### src/rtl/multicycle_control_fsm_pkg.sv
// Shared encodings for the multicycle RV32I control FSM: states, opcodes, select codes
// and the packed control word the decoder produces.
package multicycle_control_fsm_pkg;

    typedef enum logic [3:0] {
        FETCH    = 4'd0,
        DECODE   = 4'd1,
        MEMADR   = 4'd2,
        MEMREAD  = 4'd3,
        MEMWB    = 4'd4,
        MEMWRITE = 4'd5,
        EXECUTER = 4'd6,
        EXECUTEI = 4'd7,
        ALUWB    = 4'd8,
        BEQ      = 4'd9,
        JAL      = 4'd10
    } state_t;

    localparam logic [6:0] OP_LW    = 7'b0000011;
    localparam logic [6:0] OP_SW    = 7'b0100011;
    localparam logic [6:0] OP_RTYPE = 7'b0110011;
    localparam logic [6:0] OP_ITYPE = 7'b0010011;
    localparam logic [6:0] OP_BEQ   = 7'b1100011;
    localparam logic [6:0] OP_JAL   = 7'b1101111;

    localparam logic [1:0] ALUOP_ADD   = 2'b00;
    localparam logic [1:0] ALUOP_SUB   = 2'b01;
    localparam logic [1:0] ALUOP_FUNCT = 2'b10;

    localparam logic [1:0] SRCA_PC    = 2'b00;
    localparam logic [1:0] SRCA_OLDPC = 2'b01;
    localparam logic [1:0] SRCA_RS1   = 2'b10;

    localparam logic [1:0] SRCB_RS2  = 2'b00;
    localparam logic [1:0] SRCB_IMM  = 2'b01;
    localparam logic [1:0] SRCB_FOUR = 2'b10;

    localparam logic [1:0] RES_ALUOUT    = 2'b00;
    localparam logic [1:0] RES_DATA      = 2'b01;
    localparam logic [1:0] RES_ALURESULT = 2'b10;

    typedef struct packed {
        logic [1:0] alu_op;
        logic [1:0] alu_src_a;
        logic [1:0] alu_src_b;
        logic [1:0] result_src;
        logic       adr_src;
        logic       ir_write;
        logic       pc_write;
        logic       reg_write;
        logic       mem_write;
        logic       illegal_op;
    } ctrl_t;

    function automatic logic op_is_legal(input logic [6:0] op);
        return (op == OP_LW) || (op == OP_SW) || (op == OP_RTYPE) ||
               (op == OP_ITYPE) || (op == OP_BEQ) || (op == OP_JAL);
    endfunction

endpackage

### src/rtl/control_word_decode.sv
// Purely combinational map from FSM state (plus zero/mem_ready/opcode) to the datapath control word.
// active_i low forces every write enable and illegal_op to 0 while selects keep their state values.
module control_word_decode
    import multicycle_control_fsm_pkg::*;
(
    input  state_t     state_i,
    input  logic [6:0] opcode_i,
    input  logic       zero_i,
    input  logic       mem_ready_i,
    input  logic       active_i,
    output ctrl_t      ctrl_o
);

    always_comb begin
        ctrl_o = '0;
        case (state_i)
            FETCH: begin
                ctrl_o.alu_src_a  = SRCA_PC;
                ctrl_o.alu_src_b  = SRCB_FOUR;
                ctrl_o.alu_op     = ALUOP_ADD;
                ctrl_o.result_src = RES_ALURESULT;
                ctrl_o.ir_write   = mem_ready_i;
                ctrl_o.pc_write   = mem_ready_i;
            end
            DECODE: begin
                ctrl_o.alu_src_a  = SRCA_OLDPC;
                ctrl_o.alu_src_b  = SRCB_IMM;
                ctrl_o.illegal_op = !op_is_legal(opcode_i);
            end
            MEMADR: begin
                ctrl_o.alu_src_a = SRCA_RS1;
                ctrl_o.alu_src_b = SRCB_IMM;
            end
            MEMREAD: begin
                ctrl_o.adr_src    = 1'b1;
                ctrl_o.result_src = RES_ALUOUT;
            end
            MEMWB: begin
                ctrl_o.result_src = RES_DATA;
                ctrl_o.reg_write  = 1'b1;
            end
            MEMWRITE: begin
                ctrl_o.adr_src    = 1'b1;
                ctrl_o.result_src = RES_ALUOUT;
                ctrl_o.mem_write  = 1'b1;
            end
            EXECUTER: begin
                ctrl_o.alu_src_a = SRCA_RS1;
                ctrl_o.alu_src_b = SRCB_RS2;
                ctrl_o.alu_op    = ALUOP_FUNCT;
            end
            EXECUTEI: begin
                ctrl_o.alu_src_a = SRCA_RS1;
                ctrl_o.alu_src_b = SRCB_IMM;
                ctrl_o.alu_op    = ALUOP_FUNCT;
            end
            ALUWB: begin
                ctrl_o.result_src = RES_ALUOUT;
                ctrl_o.reg_write  = 1'b1;
            end
            BEQ: begin
                ctrl_o.alu_src_a  = SRCA_RS1;
                ctrl_o.alu_src_b  = SRCB_RS2;
                ctrl_o.alu_op     = ALUOP_SUB;
                ctrl_o.result_src = RES_ALUOUT;
                ctrl_o.pc_write   = zero_i;
            end
            JAL: begin
                ctrl_o.alu_src_a  = SRCA_OLDPC;
                ctrl_o.alu_src_b  = SRCB_FOUR;
                ctrl_o.result_src = RES_ALUOUT;
                ctrl_o.pc_write   = 1'b1;
            end
            default: ctrl_o = '0;
        endcase

        // Reset must never leak a write, even though the state reads FETCH during it.
        if (!active_i) begin
            ctrl_o.ir_write   = 1'b0;
            ctrl_o.pc_write   = 1'b0;
            ctrl_o.reg_write  = 1'b0;
            ctrl_o.mem_write  = 1'b0;
            ctrl_o.illegal_op = 1'b0;
        end
    end

endmodule

### src/rtl/multicycle_control_fsm.sv
// Main control FSM for the multicycle RV32I datapath: state register and next-state logic;
// the per-state control word comes from control_word_decode. mem_ready stretches memory states.
module multicycle_control_fsm
    import multicycle_control_fsm_pkg::*;
(
    input  logic       clk,
    input  logic       rst_n,
    input  logic [6:0] opcode,
    input  logic       zero,
    input  logic       mem_ready,
    output logic [1:0] ALUOp,
    output logic [1:0] ALUSrcA,
    output logic [1:0] ALUSrcB,
    output logic [1:0] ResultSrc,
    output logic       AdrSrc,
    output logic       IRWrite,
    output logic       PCWrite,
    output logic       RegWrite,
    output logic       MemWrite,
    output logic       illegal_op
);

    state_t state_q, state_d;
    ctrl_t  ctrl;

    always_ff @(posedge clk or negedge rst_n) begin
        if (!rst_n) state_q <= FETCH;
        else        state_q <= state_d;
    end

    always_comb begin
        state_d = state_q;
        case (state_q)
            FETCH:    if (mem_ready) state_d = DECODE;
            DECODE: begin
                case (opcode)
                    OP_LW, OP_SW: state_d = MEMADR;
                    OP_RTYPE:     state_d = EXECUTER;
                    OP_ITYPE:     state_d = EXECUTEI;
                    OP_BEQ:       state_d = BEQ;
                    OP_JAL:       state_d = JAL;
                    default:      state_d = FETCH;
                endcase
            end
            MEMADR:   state_d = (opcode == OP_SW) ? MEMWRITE : MEMREAD;
            MEMREAD:  if (mem_ready) state_d = MEMWB;
            MEMWB:    state_d = FETCH;
            MEMWRITE: if (mem_ready) state_d = FETCH;
            EXECUTER: state_d = ALUWB;
            EXECUTEI: state_d = ALUWB;
            ALUWB:    state_d = FETCH;
            BEQ:      state_d = FETCH;
            JAL:      state_d = ALUWB;
            default:  state_d = FETCH;
        endcase
    end

    control_word_decode u_decode (
        .state_i     (state_q),
        .opcode_i    (opcode),
        .zero_i      (zero),
        .mem_ready_i (mem_ready),
        .active_i    (rst_n),
        .ctrl_o      (ctrl)
    );

    always_comb begin
        ALUOp      = ctrl.alu_op;
        ALUSrcA    = ctrl.alu_src_a;
        ALUSrcB    = ctrl.alu_src_b;
        ResultSrc  = ctrl.result_src;
        AdrSrc     = ctrl.adr_src;
        IRWrite    = ctrl.ir_write;
        PCWrite    = ctrl.pc_write;
        RegWrite   = ctrl.reg_write;
        MemWrite   = ctrl.mem_write;
        illegal_op = ctrl.illegal_op;
    end

endmodule

### config.mk
export PLATFORM = sky130hd
export DESIGN_NAME = multicycle_control_fsm
export DESIGN_NICKNAME = d
export VERILOG_FILES = /design/src/rtl/multicycle_control_fsm_pkg.sv /design/src/rtl/control_word_decode.sv /design/src/rtl/multicycle_control_fsm.sv
export SDC_FILE = /design/constraint.sdc
export NUM_CORES = 1
export LEC_CHECK = 0
export ABC_AREA = 1
export CORE_UTILIZATION = 38
export CTS_CLUSTER_DIAMETER = 30
export DETAILED_ROUTE_END_ITERATION = 10
export GPL_TIMING_DRIVEN = 0
export PLACE_DENSITY_LB_ADDON = 0.15
export SETUP_SLACK_MARGIN = 0.2
export SYNTH_ARGS = -nofsm -noshare
export SYNTH_HDL_FRONTEND = slang
export SYNTH_SLANG_ARGS = --single-unit
### constraint.sdc
create_clock -name clk -period 1.8 [get_ports clk]
set_clock_uncertainty 0.05 [all_clocks]
set_input_delay 0.45 -clock clk [delete_from_list [all_inputs] [get_ports clk]]
set_output_delay 0.45 -clock clk [all_outputs]
set_load 0.005 [all_outputs]
==> run summary, run 1 <==
=================================================================================================
Number of warnings issued by yosys                                                              0
Inserted Clock Buffers                                                                          3
Status                                                                               aborted with a tool error
Starting density of the core                                                               0.4348
Area share of the largest cell type after synthesis                                        0.2211
Clock root cell                                                                      sky130_fd_sc_hd__clkbuf_4
Number of synthesized register bits                                                             4
CTS H-tree depth                                                                                1
Async SR Flop Fraction                                                                      1.000
Chip Width                                                                               38.61 um
Buffers from clock root to sink, at most                                                        2
Most frequent cell after synthesis                                                   sky130_fd_sc_hd__nand2_1
Most instantiated flip-flop cell in the synthesis netlist                            sky130_fd_sc_hd__dfrtp_1
RePlAce Congestion                                                                         0.8685
Dominant cells by area after synthesis                                               sky130_fd_sc_hd__nand2_1, sky130_fd_sc_hd__dfrtp_1, sky130_fd_sc_hd__inv_1
# placed instances                                                                            131
Die Y-Extent                                                                             38.61 um
Final HPWL DP                                                                            1.091 mm
Clock sink total                                                                                4
Number of standard-cell rows in the floorplan                                                  12
Post-CTS Setup Inserts                                                                         40
Post-synthesis sequential area ratio                                                       0.1966
Hold buffer count at CTS                                                                        0
Average cell area after synthesis                                                       5.476 um2
Leading cell types by count after synthesis                                          sky130_fd_sc_hd__nand2_1, sky130_fd_sc_hd__inv_1, sky130_fd_sc_hd__nor2_1
Number of distinct library cell variants in the gate-level netlist after synthesis             15
Synth Net Count                                                                               104
EDFF count, synth                                                                               0
Total of cells resized after clock tree synthesis                                             110
Post-synthesis cell area                                                                509.2 um2
Post-synth top area cell                                                             sky130_fd_sc_hd__nand2_1
IO Pins                                                                                        25
Last stage reached                                                                        4_1_cts
Synth Instances                                                                                93
Number of buffers inserted by port buffering                                                   24
Error                                                                                [ERROR DPL-0038] Utilization greater than 100%, impossible to legalize
=================================================================================================
[kinds of logic after synthesis]
| group | share of synthesized area |
|---|---|
| AO/OA/AOI/OAI | 0.02950 |
| buffers and inverters | 0.1327 |
| flip-flops | 0.1966 |
| AND/OR/NAND/NOR | 0.6413 |
[metrics by stage]
stage,worst slack (ps),area (um2),util,hold slack (ps)
detailed placement,-699.4,767.0,0.6549,564.4
global placement,-694.9,767.0,0.6549,560.7
floorplan,281.4,509.2,-,104.4
==> run 2, diff against run 1 <==
--- a/config.mk
+++ b/config.mk
@@ -6,12 +6,11 @@
 export NUM_CORES = 1
 export LEC_CHECK = 0
 export ABC_AREA = 1
-export CORE_UTILIZATION = 38
-export CTS_CLUSTER_DIAMETER = 30
+export CORE_AREA = 2 2 63 65
 export DETAILED_ROUTE_END_ITERATION = 10
+export DIE_AREA = 0 0 65 67
 export GPL_TIMING_DRIVEN = 0
 export PLACE_DENSITY_LB_ADDON = 0.15
-export SETUP_SLACK_MARGIN = 0.2
 export SYNTH_ARGS = -nofsm -noshare
 export SYNTH_HDL_FRONTEND = slang
 export SYNTH_SLANG_ARGS = --single-unit
==> run 2 against run 1 <==
The flow now finishes, with violations (setup timing); synthesized cell count is the same; synthesized area is the same.
==> run summary, run 2 <==
==================================================================================================
Status                                                                                finished, violations left
Violated checks                                                                       setup timing
Pin count of the biggest net entering global routing                                             8
Synth Net Count                                                                                104   unchanged
Post-synthesis cell area                                                                 509.2 um2   unchanged
Highest metal used                                                                            met4
Drt drc                                                                                          0
Maximum clock rate                                                                      0.5411 GHz
Unrepaired setup endpoints after global routing                                               true
Detailed Route WL                                                                         2.256 mm
Number of buffers inserted by port buffering                                                    24   unchanged
Number of synthesized register bits                                                              4   unchanged
Worst setup path startpoint                                                             state_q[0]
Antenna violations before repair                                                                 0
Most instantiated flip-flop cell in the synthesis netlist                             sky130_fd_sc_hd__dfrtp_1
Area delta synth->final                                                                     135.1%
Most frequent cell after synthesis                                                    sky130_fd_sc_hd__nand2_1
Clock latency reported for the late side of the worst-skew pair                             210 ps
Number of warnings issued by yosys                                                               0   unchanged
Final max-slew violation count                                                                   0
Starting density of the core                                                                0.1412   -0.2936
Overall Global Routing Usage                                                                0.1064
Count of max-cap constraint violations                                                           0
Proportion of layout cells with a drive suffix above 1                                      0.5796
Clock root cell                                                                       sky130_fd_sc_hd__clkbuf_8
Area of the die                                                                           4355 um2
Post-synth top area cell                                                              sky130_fd_sc_hd__nand2_1
Final number of setup-violating endpoints                                                        5
Detailed Routing Iterations Pass 1                                                               4
Post-placement setup slack                                                               -765.3 ps   -65.87 ps
# fillers                                                                                      380
Critical path startpoint category                                                             flop
Sequence of cells on the critical path                                                inv_2 > buf_6 > nor2_4 > nand3_2 > buf_6 > nor2_2 > buf_2
Finished Core Util                                                                          0.3321
Chip Width                                                                                   65 um   +68%
Final HPWL DP                                                                             1.397 mm   +28%
Leakage power total                                                                   0.0006440 uW
Most common cell after layout, fill and taps aside                                    sky130_fd_sc_hd__buf_4
Synth Instances                                                                                 93   unchanged
Layout Nets                                                                                    170
Clock transition time at the flip-flop clock pins of the worst setup and hold paths          30 ps
Dominant cells by area after synthesis                                                sky130_fd_sc_hd__nand2_1, sky130_fd_sc_hd__dfrtp_1, sky130_fd_sc_hd__inv_1
Data arrival time of the critical path                                                     1350 ps
Endpoints failing hold                                                                           0
Max FFs per register                                                                             4
CTS tree                                                                                      done
Final worst-path cycle share                                                                 1.027
Hold buffer count at CTS                                                                         0   unchanged
Number of standard-cell rows in the floorplan                                                   22   +10
Wire length of the first global-routing pass                                              3.532 mm
Setup CP Type                                                                         flop to output pin
Highest-count cells in the layout ignoring fill and taps                              sky130_fd_sc_hd__buf_4, sky130_fd_sc_hd__nand2_1, sky130_fd_sc_hd__inv_1
Standard cell with the maximum stage delay on the critical path                       sky130_fd_sc_hd__dfrtp_1
Async SR Flop Fraction                                                                       1.000   unchanged
Total met3 wirelength after detailed routing                                                 75 um
Die Y-Extent                                                                                 67 um   +74%
Maximum fanout along the worst path                                                              5
Worst IR Drop VDD                                                                        0.2255 mV
Largest reg by FF count                                                                    state_q
Drt first-iter violations                                                                       22
IO Pins                                                                                         25   unchanged
RePlAce Congestion                                                                          0.8129   -6.4%
Post-synthesis sequential area ratio                                                        0.1966   unchanged
Overflow left after global routing                                                               0
Area share of the largest cell type after synthesis                                         0.2211   unchanged
Pin slew with the least headroom to its limit                                             257.6 ps
CP dominant cell by count                                                             sky130_fd_sc_hd__buf_6
Inserted Clock Buffers                                                                           3   unchanged
Average cell area after synthesis                                                        5.476 um2   unchanged
PD cells                                                                               1087 nW/um2
Setup ws final                                                                           -48.11 ps
Buffers from clock root to sink, at most                                                         2   unchanged
Summed area of non-filler cells in the final layout                                       1197 um2
Total number of vias                                                                           835
Final ANT Viol Nets                                                                              0
Final Critical Period                                                                      1848 ps
FF-to-FF path depth                                                                             12
Number of vias per cell after detailed routing                                               4.073
CP required                                                                                1300 ps
Diodes inserted                                                                                  0
Leading cell types by count after synthesis                                           sky130_fd_sc_hd__nand2_1, sky130_fd_sc_hd__inv_1, sky130_fd_sc_hd__nor2_1
Worst min path class                                                                  primary input to async pin
Worst setup EP type                                                                     output pin
Met2 WL post-DR                                                                           1.226 mm
Detailed-route wire length per cell                                                       11.00 um
Top Registers                                                                          state_q (4)
Largest stage delay on the critical path                                                    390 ps
Launch point of the worst reg-to-reg path                                               state_q[0]
Endpoint of the worst register-to-register path                                         state_q[2]
Number of global-route vias before repair                                                      831
Clock sink total                                                                                 4   unchanged
Routed met1 length                                                                          933 um
Worst reg2reg setup slack                                                                   220 ps
Power, Total                                                                               1301 uW
EDFF count, synth                                                                                0   unchanged
CTS H-tree depth                                                                                 1   unchanged
Relative max-transition margin                                                              0.8277
Area inside the core boundary                                                             3606 um2
Number of distinct library cell variants in the gate-level netlist after synthesis              15   unchanged
Area of placed instances                                                                 809.5 um2   +5.5%
CP Capture Point                                                                          MemWrite
==================================================================================================
## run 2: stage by stage
stage,hold slack [ps],cells,setup TNS [ps]
after floorplan,104.4,93,0
after global placement,568.3,165,-4193
after detailed placement,571.9,165,-4195
after CTS,19.40,200,-384.3
after global routing,21.77,205,-667.2
final,23.56,205,-140.6
## run 2: worst max-delay path, delay by kind of cell, from the launching register on
kind,cells,cell delay [ps]
simple gates,3,280
flops,1,390
buf+inv,4,460
## run 2: how the worst min path moves through the flow
stage	slack [ps]	start	depth (start not counted)	endpoint
6_report	20	rst_n	1	state_q[0]
5_1_grt	20	rst_n	1	state_q[0]
4_1_cts	20	rst_n	1	state_q[0]
3_5_place_dp	570	state_q[0]	2	state_q[0]
3_3_place_gp	570	state_q[0]	2	state_q[0]
2_1_floorplan	100	rst_n	0	state_q[0]
## run 2: cell families after synthesis
| logic type | count (synthesis) | share of synthesized area |
|---|---|---|
| DFF | 4 | 0.1966 |
| buffers and inverters | 18 | 0.1327 |
| and+or+nand+nor | 69 | 0.6413 |
| AOI/OAI and AO/OA | 2 | 0.02950 |
## run 2: area by class of cell
type                    count  area [um2]  area share
repair buffers             61       490.5      0.4096
multi-input cells          71       429.2      0.3584
flip-flops and latches      4       103.9     0.08673
inverters                  18       72.57     0.06061
well taps                  48       60.06     0.05016
clock buffers               3       41.29     0.03448
## run 2: what timing repair did
item	CTS	global route
gates resized for setup	82	25
setup buffers	33	6
setup endpoints to repair	14	10
pin swaps	20	9
## run 2: where the power goes
part           internal, uW  switching (uW)  leakage [uW]
clock                   142            40.6     0.0000216
sequential              117            35.1     0.0000485
combinational           514             453      0.000574
## run 2: per-layer routing
layer,track usage,vias up
met1,0.1067,390
met3,0.01689,4
met2,0.2036,24
met4,0.06649,0
li1,-,417
met5,0,-
Note: power is estimated with default switching activity, not from simulation.
==> run 3, diff against run 2 <==
--- a/config.mk
+++ b/config.mk
@@ -13,4 +13,5 @@
 export PLACE_DENSITY_LB_ADDON = 0.15
 export SYNTH_ARGS = -nofsm -noshare
 export SYNTH_HDL_FRONTEND = slang
+export SYNTH_HIERARCHICAL = 1
 export SYNTH_SLANG_ARGS = --single-unit
==> run 3 against run 2 <==
The flow still finishes with violations (setup timing); largest power group unchanged; hold slack improved by 67 ps; highest routed layer unchanged; die area unchanged; sequential share of layout area increased by 1.7 points; critical endpoint is now PCWrite; largest cell class is now multi-input combinational cells; maximum frequency increased by 1.6%.
==> run summary, run 3 <==
==================================================================================================
Status                                                                                finished, violations left
Violated checks                                                                       setup timing
Clock transition time at the flip-flop clock pins of the worst setup and hold paths          30 ps   about the same
Pin slew with the least headroom to its limit                                             173.7 ps   -83.84 ps
Number of standard-cell rows in the floorplan                                                   22   unchanged
Overflow left after global routing                                                               0   unchanged
Finished Core Util                                                                          0.2814   -0.05066
Highest-count cells in the layout ignoring fill and taps                              sky130_fd_sc_hd__nand2_1, sky130_fd_sc_hd__inv_1, sky130_fd_sc_hd__buf_4
Clock sink total                                                                                 4   unchanged
Switching power                                                                           474.6 uW   -10%
Proportion of layout cells with a drive suffix above 1                                      0.4161   -0.1635
Most common cell after layout, fill and taps aside                                    sky130_fd_sc_hd__nand2_1
Leakage power total                                                                   0.0005901 uW   -8.4%
Detailed Routing Iterations Pass 1                                                               3   -1
Leading cell types by count after synthesis                                           sky130_fd_sc_hd__nand2_1, sky130_fd_sc_hd__inv_1, sky130_fd_sc_hd__nand3_1, sky130_fd_sc_hd__nor2_1
Clock latency reported for the late side of the worst-skew pair                             210 ps   about the same
Worst min path class                                                                  primary input to async pin
Net switching share of the total power                                                      0.4290   +0.02267
Detailed Route WL                                                                         1.811 mm   -20%
Post-placement setup slack                                                               -633.9 ps   +131.4 ps
Inserted Clock Buffers                                                                           3   unchanged
Overall Global Routing Usage                                                               0.08589   -0.02056
Drt drc                                                                                          0   unchanged
Most frequent cell after synthesis                                                    sky130_fd_sc_hd__nand2_1
Critical path startpoint category                                                             flop
Number of warnings issued by yosys                                                               6   +6
Max FFs per register                                                                             4   unchanged
Final Critical Period                                                                      1819 ps   -28.68 ps
Buffers from clock root to sink, at most                                                         2   unchanged
Post-synthesis sequential area ratio                                                        0.1774   -0.01918
Setup ws final                                                                           -19.44 ps   +28.68 ps
Drt first-iter violations                                                                       13   -41%
Wire length of the first global-routing pass                                              2.946 mm   -17%
CTS tree                                                                                      done
Synth Net Count                                                                                117   +13%
Count of max-cap constraint violations                                                           0   unchanged
Average cell area after synthesis                                                        5.324 um2   -2.8%
Die Y-Extent                                                                                 67 um   unchanged
Sequential Power Share                                                                       0.148   +0.031
Area of the die                                                                           4355 um2   unchanged
Final max-slew violation count                                                                   0   unchanged
Relative max-transition margin                                                              0.8841   +0.05640
Detailed-route wire length per cell                                                       9.193 um   -16%
Most instantiated flip-flop cell in the synthesis netlist                             sky130_fd_sc_hd__dfrtp_1
EDFF count, synth                                                                                0   unchanged
Endpoints failing hold                                                                           0   unchanged
Chip Width                                                                                   65 um   unchanged
Number of synthesized register bits                                                              4   unchanged
Summed area of non-filler cells in the final layout                                       1015 um2   -15%
Async SR Flop Fraction                                                                       1.000   unchanged
Post-synth top area cell                                                              sky130_fd_sc_hd__dfrtp_1
CTS H-tree depth                                                                                 1   unchanged
Area of placed instances                                                                 864.6 um2   +6.8%
RePlAce Congestion                                                                          0.8175   +0.57%
Final number of setup-violating endpoints                                                        2   -3
Number of vias per cell after detailed routing                                               3.914   -3.9%
Area delta synth->final                                                                     79.82%
Clock root cell                                                                       sky130_fd_sc_hd__clkbuf_8
Pin count of the biggest net entering global routing                                             7   -1
Area share of the largest cell type after synthesis                                         0.1774   -0.04375
Synth Instances                                                                                106   +14%
Post-synthesis cell area                                                                 564.3 um2   +11%
Area inside the core boundary                                                             3606 um2   unchanged
Antenna violations before repair                                                                 0   unchanged
Top Registers                                                                          state_q (4)
Diodes inserted                                                                                  0   unchanged
Total number of vias                                                                           771   -7.7%
Starting density of the core                                                                0.1565   +0.01527
Worst setup EP type                                                                     output pin
Clock Power Share                                                                            0.165   +0.025
IO Pins                                                                                         25   unchanged
Largest reg by FF count                                                                    state_q
Final worst-path cycle share                                                                 1.011   -0.01593
Combinational group share of total power                                                     0.687   -0.056
Layout Nets                                                                                    162   -4.7%
Setup CP Type                                                                         flop to output pin
Number of global-route vias before repair                                                      728   -12%
Dominant cells by area after synthesis                                                sky130_fd_sc_hd__dfrtp_1, sky130_fd_sc_hd__nand2_1, sky130_fd_sc_hd__inv_1
CP required                                                                                1300 ps   about the same
Data arrival time of the critical path                                                     1320 ps   -30 ps
Unrepaired setup endpoints after global routing                                               true
Maximum clock rate                                                                      0.5496 GHz   +1.6%
Post-route setup TNS                                                                     -30.48 ps   +110.1 ps
Worst IR Drop VDD                                                                        0.3449 mV   +53%
Number of buffers inserted by port buffering                                                    24   unchanged
Final HPWL DP                                                                             1.400 mm   +0.16%
Power, Total                                                                               1106 uW   -15%
Number of distinct library cell variants in the gate-level netlist after synthesis              13   -2
Maximum fanout along the worst path                                                              5   unchanged
Final ANT Viol Nets                                                                              0   unchanged
PD cells                                                                               1090 nW/um2   +0.31%
Internal power                                                                            631.6 uW   -18%
==================================================================================================
[run 3: layout make-up]
class / instances / area, um2
multi-input cells: 77 / 417.9
repair buffers: 40 / 296.5
clock buffers: 3 / 41.29
inverters: 25 / 93.84
well taps: 48 / 60.06
flip-flops and latches: 4 / 105.1
fillers: 417 / 2591
[run 3: repair_timing]
action	in CTS	in global routing
cloned	0	0
hold buffers	0	0
pin swaps	6	9
setup buffers	12	4
resized for setup	51	28
setup endpoints to repair	14	11
[run 3: power by group through the flow]
stage	clock network, uW	logic [uW]	registers (uW)
floorplan	0	309	165
global placement	0	575	183
detailed placement	0	578	182
CTS	189	712	161
global route	195	847	166
finish	182	760	164
[run 3: per-stage QoR]
step,hold slack [ps],instances
final,90.61,197
after global routing,91.81,197
after CTS,84.49,193
after detailed placement,634.8,178
after global placement,630.0,178
after floorplan,104.4,106
[run 3: logic make-up (layout without fill, tap and decap cells)]
group | count (synthesis) | in the layout | share of synthesized area
and+or+nand+nor | 68 | 68 | 0.5676
buffers and inverters | 25 | 68 | 0.1663
AOI/OAI and AO/OA | 9 | 9 | 0.08868
DFF | 4 | 4 | 0.1774
[run 3: metal layers]
layer  global-route usage  share of wire  vias up
li1                     -              -      417
met1              0.09293           0.43      331
met2               0.1585           0.52       21
met3              0.02534          0.046        2
met4              0.02926         0.0077        0
met5                    0              0        -
[run 3: final timing paths]
| check | start | end | slack [ps] | cells after the start |
|---|---|---|---|---|
| worst min register to register | state_q[3] | state_q[2] | 740 | 4 |
| worst max-delay path | state_q[1] | PCWrite | -20 | 7 |
| worst max register to register | state_q[0] | state_q[0] | 370 | 8 |
| worst min-delay path | rst_n | state_q[1] | 90 | 1 |
| max in group asynchronous | rst_n | state_q[2] | 1450 | 1 |
| min in group clk | mem_ready | state_q[2] | 620 | 4 |
[run 3: critical path: stages, from the launching register on]
cell and delay, ps:
sky130_fd_sc_hd__dfrtp_2 450, sky130_fd_sc_hd__buf_6 140, sky130_fd_sc_hd__nor2_4 150, sky130_fd_sc_hd__nand3_2 90, sky130_fd_sc_hd__nand2_1 70, sky130_fd_sc_hd__nor2_1 30, sky130_fd_sc_hd__nor2_1 60, sky130_fd_sc_hd__buf_2 120
==> run 4, diff against run 3 <==
--- a/config.mk
+++ b/config.mk
@@ -7,6 +7,7 @@
 export LEC_CHECK = 0
 export ABC_AREA = 1
 export CORE_AREA = 2 2 63 65
+export CTS_CLUSTER_DIAMETER = 150
 export DETAILED_ROUTE_END_ITERATION = 10
 export DIE_AREA = 0 0 65 67
 export GPL_TIMING_DRIVEN = 0
==> constraint.sdc (replaced) <==
create_clock -name clk -period 1.6 [get_ports clk]
set_clock_uncertainty 0.05 [all_clocks]
set_input_delay 0.4 -clock clk [delete_from_list [all_inputs] [get_ports clk]]
set_output_delay 0.4 -clock clk [all_outputs]
set_load 0.005 [all_outputs]
==> run 4 against run 3 <==
The run still ends with setup timing left; first-iteration DRC count grew 46%; core utilization grew 1.2 points; die area is the same; worst setup slack lost 150 ps; largest cell class unchanged; largest power group unchanged; highest routed layer is now met3.
==> run summary, run 4 (synthesized netlist as in run 3, its figures left out) <==
==================================================================================================
Area inside the core boundary                                                             3606 um2   unchanged
Overall Global Routing Usage                                                               0.09088   +0.004989
Overflow left after global routing                                                               0   unchanged
Status                                                                                finished, violations left
PD cells                                                                               1272 nW/um2   +17%
Area of the die                                                                           4355 um2   unchanged
# fillers                                                                                      415   -0.48%
Drt first-iter violations                                                                       19   +6
Endpoint of the worst register-to-register path                                         state_q[0]
Setup ws final                                                                           -166.5 ps   -147.0 ps
Maximum fanout along the worst path                                                              4   -1
Wire length of the first global-routing pass                                              3.098 mm   +5.2%
CTS tree                                                                                      done
Max FFs per register                                                                             4   unchanged
Most common cell after layout, fill and taps aside                                    sky130_fd_sc_hd__inv_1
Number of standard-cell rows in the floorplan                                                   22   unchanged
Final worst-path cycle share                                                                 1.104
Detailed-route wire length per cell                                                       9.386 um   +2.1%
Relative max-transition margin                                                              0.8842   about the same
Number of buffers inserted by port buffering                                                    24   unchanged
Final HPWL DP                                                                             1.400 mm   unchanged
Inserted Clock Buffers                                                                           3   unchanged
Setup CP Type                                                                         flop to output pin
Footprint of the multi-input gates                                                       430.4 um2   +3.0%
RePlAce Congestion                                                                          0.8175   unchanged
CP Capture Point                                                                        illegal_op
Endpoints failing hold                                                                           0   unchanged
Chip Width                                                                                   65 um   unchanged
Proportion of layout cells with a drive suffix above 1                                      0.4161   unchanged
Top Registers                                                                          state_q (4)
Worst reg2reg setup slack                                                                   200 ps   -170 ps
Worst setup path startpoint                                                             state_q[3]
Count of max-cap constraint violations                                                           0   unchanged
CP required                                                                                1150 ps   -150 ps
Number of global-route vias before repair                                                      730   +0.27%
Die Y-Extent                                                                                 67 um   unchanged
Highest-count cells in the layout ignoring fill and taps                              sky130_fd_sc_hd__inv_1, sky130_fd_sc_hd__nand2_1, sky130_fd_sc_hd__nand3_1
Antenna violations before repair                                                                 0   unchanged
Buffers from clock root to sink, at most                                                         2   unchanged
Final Non-Filler Cells                                                                         197   unchanged
Largest reg by FF count                                                                    state_q
Sequential standard cell area                                                            105.1 um2   unchanged
Detailed Routing Iterations Pass 1                                                               3   unchanged
Violated checks                                                                       setup timing
Starting density of the core                                                                0.1565   unchanged
Worst setup EP type                                                                     output pin
Drt drc                                                                                          0   unchanged
Worst min path class                                                                  primary input to async pin
Final Critical Period                                                                      1766 ps
Data arrival time of the critical path                                                     1320 ps   about the same
Launch point of the worst reg-to-reg path                                               state_q[3]
Final max-slew violation count                                                                   0   unchanged
Clock transition time at the flip-flop clock pins of the worst setup and hold paths          30 ps   about the same
Diodes inserted                                                                                  0   unchanged
Leakage power total                                                                   0.0006074 uW   +2.9%
Pin slew with the least headroom to its limit                                             171.9 ps   -1.803 ps
Clock sink total                                                                                 4   unchanged
Hold buffer count at CTS                                                                         0   unchanged
Total number of vias                                                                           766   -0.65%
FF-to-FF path depth                                                                              8   unchanged
Layout Nets                                                                                    162   unchanged
Area of placed instances                                                                 864.6 um2   unchanged
Summed area of non-filler cells in the final layout                                       1057 um2   +4.2%
Clock latency reported for the late side of the worst-skew pair                             210 ps   about the same
Maximum clock rate                                                                      0.5661 GHz
Worst IR Drop VDD                                                                        0.3677 mV   +6.6%
CTS H-tree depth                                                                                 1   unchanged
Detailed Route WL                                                                         1.849 mm   +2.1%
Clock root cell                                                                       sky130_fd_sc_hd__clkbuf_8
Final ANT Viol Nets                                                                              0   unchanged
Unrepaired setup endpoints after global routing                                               true
# placed instances                                                                             178   unchanged
Final number of setup-violating endpoints                                                       13   +11
Pin count of the biggest net entering global routing                                             7   unchanged
Critical path startpoint category                                                             flop
IO Pins                                                                                         25   unchanged
Area delta synth->final                                                                     87.36%
Number of vias per cell after detailed routing                                               3.888   -0.65%
==================================================================================================
-- run 4: cell types whose count changed in the layout (fill, tap and decap cells not counted), moves of 3 or more --
cell                            previous run  this run
sky130_fd_sc_hd__dlygate4sd2_1             9         6
sky130_fd_sc_hd__clkbuf_2                  8         0
sky130_fd_sc_hd__nand2_4                   0         3
sky130_fd_sc_hd__buf_2                     4        12
sky130_fd_sc_hd__buf_6                     1         8
sky130_fd_sc_hd__buf_4                    15         8
-- run 4: routing by layer --
metal | track usage | vias up | part of all wire
met2 | 0.1740 | 19 | 0.54
li1 | - | 414 | -
met4 | 0.02128 | 0 | 0
met1 | 0.09495 | 333 | 0.40
met3 | 0.03041 | 0 | 0.060
met5 | 0 | - | 0
-- run 4: repair_timing --
action | 4_1_cts | 5_1_grt
setup buffers | 14 | 2
resized for setup | 85 | 10
pin swaps | 10 | 7
endpoints found under the setup margin | 14 | 13
-- run 4: metrics by stage --
step / power [uW] / setup slack [ps] / TNS, ps / hold WS [ps] / utilization
after global routing: 1457 / -221.7 / -1836 / 41.81 / 0.2932
after global placement: 852.9 / -721.5 / -5896 / 580.0 / 0.2398
after floorplan: 533.6 / 220.5 / 0 / 54.41 / -
after detailed placement: 855.9 / -733.9 / -5973 / 584.8 / 0.2398
final: 1345 / -166.5 / -984.5 / 40.27 / 0.2932
after CTS: 1287 / -158.4 / -1115 / 34.49 / 0.2849
-- run 4: power by group --
| group | switching, uW | internal, uW |
|---|---|---|
| Sequential | 55.2 | 133 |
| Combinational | 464 | 487 |
| Clock | 45.0 | 160 |
| Total | 565 | 780 |
-- run 4: how the worst min path moves through the flow --
stage	from	endpoint	slack, ps	cells past startpoint
after global placement	rst_n	state_q[3]	580	1
after detailed placement	rst_n	state_q[1]	580	1
after global routing	rst_n	state_q[3]	40	1
final	rst_n	state_q[1]	40	1
after floorplan	rst_n	state_q[0]	50	0
after CTS	rst_n	state_q[1]	30	1
-- run 4: cell type report --
type,count,area share
tap,48,0.05680
clock buffer,3,0.03905
timing repair buffer,40,0.3089
inverter,25,0.08876
multi-input combinational,77,0.4071
sequential,4,0.09941
-- run 4: critical path: stages, from the launching register on --
cell and delay, ps:
sky130_fd_sc_hd__dfrtp_2 420, sky130_fd_sc_hd__nor2_4 170, sky130_fd_sc_hd__nand2_2 110, sky130_fd_sc_hd__buf_6 130
sky130_fd_sc_hd__nor2_2 90, sky130_fd_sc_hd__nand2_1 50, sky130_fd_sc_hd__inv_1 40, sky130_fd_sc_hd__buf_2 100
